File: src/rtl/hdmi_ser_ctrl.sv
// Purpose: HDMI serializer bring-up controller: lock qualification, serializer reset, CTL0 warm-up, then video pass-through.
// Latency: tmds_in reaches tmds_internal one clk_pixel cycle later while in RUN; all outputs are registered.
// Backpressure: none; the link drops to IDLE on the next edge whenever pll_lock or enable goes low.
module hdmi_ser_ctrl #(
    parameter int unsigned LOCK_CYCLES    = 1024,
    parameter int unsigned SER_RST_CYCLES = 16,
    parameter int unsigned WARMUP_CYCLES  = 64,
    parameter bit          INVERT         = 1'b0
) (
    input  logic            clk_pixel,
    input  logic            reset_n,
    input  logic            pll_lock,
    input  logic            enable,
    input  logic [2:0][9:0] tmds_in,
    output logic [2:0][9:0] tmds_internal,
    output logic            ser_reset,
    output logic            link_up,
    output logic [2:0]      state
);

    typedef enum logic [2:0] {
        ST_IDLE      = 3'd0,
        ST_LOCK_WAIT = 3'd1,
        ST_SER_RST   = 3'd2,
        ST_WARMUP    = 3'd3,
        ST_RUN       = 3'd4
    } state_t;

    // CTL0 control token; the mask folds the optional board pair-swap inversion into every word.
    localparam logic [9:0]  CTL0      = 10'b1101010100;
    localparam logic [9:0]  INV_MASK  = INVERT ? 10'h3FF : 10'h000;
    localparam logic [9:0]  CTL0_OUT  = CTL0 ^ INV_MASK;
    localparam logic [15:0] LOCK_LAST = 16'(LOCK_CYCLES - 1);
    localparam logic [15:0] SRST_LAST = 16'(SER_RST_CYCLES - 1);
    localparam logic [15:0] WARM_LAST = 16'(WARMUP_CYCLES - 1);

    state_t          state_q, state_d;
    logic [15:0]     cnt_q, cnt_d;
    logic [2:0][9:0] tmds_q, tmds_d;
    logic            ser_reset_q, ser_reset_d;
    logic            link_up_q, link_up_d;
    logic            link_ok;

    assign link_ok = enable & pll_lock;

    // Next-state decode: sequence timing, with loss of lock/enable overriding everything.
    always_comb begin
        state_d = state_q;
        cnt_d   = cnt_q;
        case (state_q)
            ST_IDLE: begin
                if (link_ok) begin
                    state_d = ST_LOCK_WAIT;
                    cnt_d   = '0;
                end
            end
            ST_LOCK_WAIT: begin
                if (cnt_q == LOCK_LAST) begin
                    state_d = ST_SER_RST;
                    cnt_d   = '0;
                end else begin
                    cnt_d = cnt_q + 16'd1;
                end
            end
            ST_SER_RST: begin
                if (cnt_q == SRST_LAST) begin
                    state_d = ST_WARMUP;
                    cnt_d   = '0;
                end else begin
                    cnt_d = cnt_q + 16'd1;
                end
            end
            ST_WARMUP: begin
                if (cnt_q == WARM_LAST) begin
                    state_d = ST_RUN;
                    cnt_d   = '0;
                end else begin
                    cnt_d = cnt_q + 16'd1;
                end
            end
            ST_RUN: begin
                cnt_d = '0;
            end
            default: begin
                state_d = ST_IDLE;
                cnt_d   = '0;
            end
        endcase
        if ((state_q != ST_IDLE) && !link_ok) begin
            state_d = ST_IDLE;
            cnt_d   = '0;
        end
    end

    // Outputs decoded from the same next state so they always agree with the state register.
    always_comb begin
        ser_reset_d = (state_d == ST_IDLE) || (state_d == ST_LOCK_WAIT) || (state_d == ST_SER_RST);
        link_up_d   = (state_d == ST_RUN);
        for (int ch = 0; ch < 3; ch++) begin
            tmds_d[ch] = (state_d == ST_RUN) ? (tmds_in[ch] ^ INV_MASK) : CTL0_OUT;
        end
    end

    // State, counter and output registers; reset parks the link in IDLE with the serializer held in reset.
    always_ff @(posedge clk_pixel or negedge reset_n) begin
        if (!reset_n) begin
            state_q     <= ST_IDLE;
            cnt_q       <= '0;
            ser_reset_q <= 1'b1;
            link_up_q   <= 1'b0;
            tmds_q      <= {3{CTL0_OUT}};
        end else begin
            state_q     <= state_d;
            cnt_q       <= cnt_d;
            ser_reset_q <= ser_reset_d;
            link_up_q   <= link_up_d;
            tmds_q      <= tmds_d;
        end
    end

    assign tmds_internal = tmds_q;
    assign ser_reset     = ser_reset_q;
    assign link_up       = link_up_q;
    assign state         = state_q;

endmodule

File: config.mk
export PLATFORM = sky130hd
export DESIGN_NAME = hdmi_ser_ctrl
export DESIGN_NICKNAME = d
export VERILOG_FILES = /design/src/rtl/hdmi_ser_ctrl.sv
export SDC_FILE = /design/constraint.sdc
export NUM_CORES = 1
export LEC_CHECK = 0
export ABC_AREA = 1
export CAP_MARGIN = 20
export CORE_MARGIN = 10
export CORE_UTILIZATION = 50
export CTS_CLUSTER_SIZE = 40
export DETAILED_ROUTE_END_ITERATION = 10
export PLACE_DENSITY = 0.84
export SLEW_MARGIN = 20
export SYNTH_ARGS = -nofsm -noshare
export SYNTH_HDL_FRONTEND = slang
export SYNTH_SLANG_ARGS = --single-unit
export TNS_END_PERCENT = 30
File: constraint.sdc
create_clock -name clk_pixel -period 3.5 [get_ports clk_pixel]
set_input_delay 0.525 -clock clk_pixel [delete_from_list [all_inputs] [get_ports clk_pixel]]
set_output_delay 0.525 -clock clk_pixel [all_outputs]
set_load 0.05 [all_outputs]
==> run_results.csv, run 1 <==
group,metric,value,unit
sta,finalSetupViolCount,0,
yosys,ys_ff_latch,51,
yosys,synth_flop_cell,"dfrtp_1",
detailed_routing,drc,0,
floorplan,fp.dieW,88.2,um
critical_path,cp_top_family,"buffers and inverters",
layout,post_route_cells_drive_above_1_share,0.124,
power_and_ir_drop,p_per_area,386,mW/mm^2
grt,track_usage,0.139,
place,portBuffers,68,
clocking,cts_hold_buf,0,
layout,fill_cells,346,
yosys,yosys_warnings,0,
critical_path,endpoint_kind,"primary output",
detailed_routing,routed_via_density,4.93,
power_and_ir_drop,ir_drop,0.253,mV
detailed_routing,wirelength,5.44,mm
yosys,synthesis.area,0.00232,sq mm
sta,final_hold_viol_count,0,
floorplan,initial_core_util,0.527,
critical_path,crit_required,2.97,ns
detailed_routing,vias,1885,
yosys,syn_area_per_cell,8.94,sq um
yosys,synth_fp_nets,295,
layout,nNetsFinal,364,
sta,final_max_slew_viol_count,0,
clocking,cts_resized,0,
sta,rsz0062_at_grt,"false",
critical_path,cp.depth,1,
layout,synthToLayoutAreaGrowth,34.7,%
clocking,cts_max_path_buffers,2,
clocking,cts_setup_buffers,0,
detailed_routing,drt_iter0_drc,85,
clocking,clk_pin_slew,0.10,ns
place,place_area,0.00302,sq mm
floorplan,dieArea,0.00778,sq mm
grt,grt_max_degree,52,
clocking,htreeDepth,2,
yosys,synth_common_cells,"nand2_1 (61), dfrtp_1 (35), inv_1 (33), nor2_1 (33)",
yosys,netlist_instances,260,
power_and_ir_drop,leakage,1.52,nW
clocking,numClockSinks,51,
detailed_routing,ant_nets,0,
place,dpl.hpwl,4.11,mm
outcome,status,"finished, final reports clean",
sta,timing.final.ws_setup,1.31,ns
sta,finClkSkew,0.00659,ns
clocking,cts_tree,"yes",
sta,worst_slew_pin_slew,0.610,ns
critical_path,path_max_fanout,1,
clocking,clock_latency,0.31,ns
critical_path,critPathBufInv,1,
critical_path,max_stage_delay,0.82,ns
grt,antenna_found_initial,0,
sta,setup-tns-final,0,ns
floorplan,num_io_pins,69,
detailed_routing,first_pass_iters,4,
hold_path,hold_class,"primary input to asynchronous set/reset pin",
yosys,synth_top_area_share,0.377,
grt,grt_overflow_total,0,
critical_path,path_cells,"clkdlybuf4s50_1",
flow_run,max_cap_viol_count,0,
floorplan,rows,24,
grt,grt_pass1_wl,8.60,mm
sta,period_needed,2.19,ns
yosys,ys_seq_area_frac,0.558,
yosys,synth_cell_types,30,
floorplan,die_y,88.2,um
clocking,clock-root-buffer,"clkbuf_8",
grt,grt_pass1_vias,1814,
layout,fin_area,0.00313,sq mm
sta,fmax,457,MHz
yosys,synth_edf_count,0,
yosys,yosysMostFrequentCell,"nand2_1",
place,post-place-ws,1.08,ns
critical_path,cpMaxStageDelayCell,"clkdlybuf4s50_1",
layout,multi_input_area,852,sq um
yosys,ys_async_sr_fraction,1.00,
layout,diodes,0,
layout,regArea,0.00130,sq mm
floorplan,fp.coreArea,0.00441,sq mm
layout,final_core_util,0.709,
place,gp_congestion,0.834,
critical_path,arrival,1.66,ns
clocking,cts_buffers,5,
detailed_routing,drt-wirelength-per-cell,14.2,um
critical_path,startpoint_type,"flip-flop",
yosys,synth_area_leader_cell,"dfrtp_1",
yosys,synth.area.top_cells,"dfrtp_1 (38%), dfstp_2 (18%), nand2_1 (9.8%)",
critical_path,rr_worst_depth,6,
sta,relSlewSlack,0.594,
critical_path,critPathKind,"flip-flop to primary output",
sta,fin_crit_sh,0.625,
## flip-flops by register name, indices dropped and copies added, names as in the netlist
name           cells
cnt_q             16
link_up            1
state              3
tmds_internal     30
ser_reset          1
## layer usage
layer  wire length, um  GRT usage  vias to the layer above
li1                  -          -                      933
met1              2100      0.159                      885
met2              2870      0.242                       59
met3               373     0.0334                        8
met4                88     0.0571                        0
met5                 0          0                        -
## cells by family after synthesis
group / share of synthesized area
AND/OR/NAND/NOR: 0.306
flip-flops: 0.558
buffers and inverters: 0.0759
AO/OA/AOI/OAI: 0.0253
XOR/XNOR: 0.0301
adder cells (fa/ha/maj): 0.00538
## power breakdown
| group | internal (mW) | switching, mW | leakage (nW) | total (mW) |
|---|---|---|---|---|
| combinational | 0.0675 | 0.140 | 0.810 | 0.207 |
| sequential | 0.598 | 0.00850 | 0.656 | 0.606 |
| clock | 0.188 | 0.207 | 0.0569 | 0.395 |
| total | 0.853 | 0.355 | 1.52 | 1.21 |
## layout by cell type (no fill, tap or decap), drive strengths merged, types with 2 or more instances in the layout
cell type / netlist / routed
a21oi: 2 / 2
nand4: 2 / 2
o21ai: 5 / 5
nor3: 4 / 4
xor2: 8 / 8
or2: 17 / 17
nand3: 18 / 18
nand2: 64 / 64
nor2: 38 / 38
dfstp: 16 / 16
clkbuf: 0 / 6
nand3b: 6 / 6
inv: 34 / 35
dfrtp: 35 / 35
clkdlybuf4s50: 0 / 67
## path summary, 6_finish.rpt
check,startpoint,end,slack [ns]
worst max-delay path,ser_reset,ser_reset,1.31
worst min-delay path,reset_n,cnt_q[10],0.21
worst max register to register,state[1],tmds_internal[19],1.40
worst min register to register,cnt_q[0],cnt_q[0],0.56
max in group asynchronous,reset_n,cnt_q[1],2.87
min in group clk_pixel,cnt_q[0],cnt_q[0],0.56
## cell type report
cell class / count / area share
Sequential cell: 51 / 0.414
Multi-Input combinational cell: 169 / 0.272
Timing Repair Buffer: 68 / 0.217
Inverter: 34 / 0.0408
Clock buffer: 6 / 0.0300
Tap cell: 52 / 0.0208
Clock inverter: 2 / 0.00560
## through the flow
stage	std cells	hold slack, ns	total power [mW]
5_1_grt	382	0.254	1.26
4_1_cts	382	0.442	1.21
3_5_place_dp	374	0.535	0.822
2_1_floorplan	260	0.229	0.748
3_3_place_gp	374	0.517	0.817
6_report	382	0.209	1.21
(Power assumes the default switching activity.)
==> run 2: changes to the inputs <==
--- a/config.mk
+++ b/config.mk
@@ -8,10 +8,10 @@
 export ABC_AREA = 1
 export CAP_MARGIN = 20
 export CORE_MARGIN = 10
-export CORE_UTILIZATION = 50
+export CORE_UTILIZATION = 42
 export CTS_CLUSTER_SIZE = 40
 export DETAILED_ROUTE_END_ITERATION = 10
-export PLACE_DENSITY = 0.84
+export PLACE_DENSITY = 0.75
 export SLEW_MARGIN = 20
 export SYNTH_ARGS = -nofsm -noshare
 export SYNTH_HDL_FRONTEND = slang
==> constraint.sdc (replaced) <==
create_clock -name clk_pixel -period 1.8 [get_ports clk_pixel]
set_input_delay 0.27 -clock clk_pixel [delete_from_list [all_inputs] [get_ports clk_pixel]]
set_output_delay 0.27 -clock clk_pixel [all_outputs]
set_load 0.05 [all_outputs]
==> run 2 against run 1 <==
  * Combinational power grew 110%
  * Sequential cell count unchanged
  * Design area increased by 2.5%
  * Largest cell class unchanged
  * Largest power group unchanged
  * Highest routed layer unchanged
==> run_results.csv, run 2 (synthesized netlist as in run 1, its figures left out) <==
group,metric,value,unit
outcome,status,"finished, final reports clean",
critical_path,path_cells,"clkdlybuf4s50_1",
sta,final_hold_viol_count,0,
detailed_routing,drt-wirelength-per-cell,13.2,um
sta,finClkSkew,0.00495,ns
power_and_ir_drop,power,2.31,mW
clocking,clock-root-buffer,"clkbuf_8",
critical_path,setup.worst_path.start,"tmds_internal[11]",
critical_path,endpoint_kind,"primary output",
grt,antenna_found_initial,0,
critical_path,startpoint_type,"flip-flop",
place,gp_congestion,0.887,
clocking,cts_buffers,5,
detailed_routing,routed_via_density,4.54,
layout,synthToLayoutAreaGrowth,38.1,%
sta,setup-tns-final,0,ns
detailed_routing,first_pass_iters,4,
critical_path,path_max_fanout,1,
critical_path,cp_top_family,"buffers and inverters",
floorplan,die_y,94.4,um
grt,grt_pass1_wl,9.12,mm
place,portBuffers,68,
sta,final_max_slew_viol_count,0,
sta,period_needed,1.73,ns
layout,final_core_util,0.590,
hold_path,hold_class,"primary input to asynchronous set/reset pin",
layout,post_route_cells_drive_above_1_share,0.222,
grt,grt_overflow_total,0,
clocking,cts_max_path_buffers,2,
sta,finalSetupViolCount,0,
floorplan,rows,27,
detailed_routing,ant_nets,0,
power_and_ir_drop,ir_drop,0.439,mV
critical_path,arrival,1.46,ns
detailed_routing,vias,1884,
clocking,clk_pin_slew,0.09,ns
sta,holdWs,0.402,ns
grt,grt_max_degree,37,
floorplan,initial_core_util,0.427,
critical_path,critPathKind,"flip-flop to primary output",
detailed_routing,drt_iter0_drc,57,
detailed_routing,wirelength,5.47,mm
power_and_ir_drop,p_per_area,719,mW/mm^2
layout,final_common_cell,"nand2_1",
layout,final_cell_mix,"nand2_1 (60), clkdlybuf4s50_1 (46), dfrtp_1 (35)",
floorplan,dieArea,0.00891,sq mm
floorplan,fp.coreArea,0.00544,sq mm
clocking,clock_latency,0.30,ns
power_and_ir_drop,leakage,1.59,nW
layout,fill_cells,484,
layout,largest_reg_flops,30,
critical_path,cpMaxStageDelayCell,"clkdlybuf4s50_1",
critical_path,critPathBufInv,1,
clocking,htreeDepth,2,
detailed_routing,drc,0,
floorplan,fp.dieW,94.4,um
clocking,numClockSinks,51,
critical_path,crit_required,1.53,ns
floorplan,num_io_pins,69,
grt,track_usage,0.125,
clocking,cts_tree,"yes",
layout,diodes,0,
sta,worst_slew_pin_slew,0.524,ns
critical_path,max_stage_delay,0.81,ns
layout,fin_area,0.00321,sq mm
sta,fin_crit_sh,0.964,
place,place_area,0.00305,sq mm
flow_run,max_cap_viol_count,0,
grt,grt_pass1_vias,1986,
layout,nNetsFinal,377,
sta,fmax,576,MHz
place,dpl.hpwl,4.16,mm
critical_path,r2r-start,"cnt_q[0]",
sta,relSlewSlack,0.650,
-- run 2: worst paths after layout --
check                                     to  slack [ns]  depth (start not counted)
min in group clk_pixel     tmds_internal[20]        0.47                          3
min reg2reg                        cnt_q[12]        0.56                          2
max                        tmds_internal[11]        0.07                          1
min                        tmds_internal[23]        0.40                          2
max reg2reg                         cnt_q[8]        0.16                          8
max in group asynchronous  tmds_internal[28]        0.81                          3
-- run 2: power by group --
| group | switching, mW | internal [mW] |
|---|---|---|
| Combinational | 0.280 | 0.153 |
| Clock | 0.379 | 0.315 |
| Sequential | 0.0164 | 1.16 |
-- run 2: metal layers --
| layer | vias to the layer above | GRT usage | part of all wire |
|---|---|---|---|
| met5 | - | 0 | 0 |
| met4 | 0 | 0.0405 | 0.013 |
| met3 | 8 | 0.0555 | 0.083 |
| met2 | 49 | 0.207 | 0.49 |
| met1 | 873 | 0.143 | 0.41 |
| li1 | 954 | - | - |
-- run 2: stage by stage --
step                      worst slack [ns]  std cells
after floorplan                      0.141        260
after global placement               0.123        401
after detailed placement             0.113        401
after CTS                           0.0471        410
after global routing              -0.00499        415
final                               0.0651        415
-- run 2: area by class of cell --
cell class / count / area, sq um / share of cell area
Clock buffer: 6 / 82.6 / 0.0257
Timing Repair Buffer: 81 / 736 / 0.229
Inverter: 34 / 128 / 0.0398
Tap cell: 72 / 90.1 / 0.0281
Multi-Input combinational cell: 169 / 862 / 0.269
Clock inverter: 2 / 15.0 / 0.00468
Sequential cell: 51 / 1300 / 0.404
-- run 2: timing repair --
item / CTS / global route
hold buffers: 1 / 0
buffers inserted: 0 / 5
resized for setup: 0 / 3
endpoints found under the hold margin: 15 / 0
endpoints found under the setup margin: 0 / 30
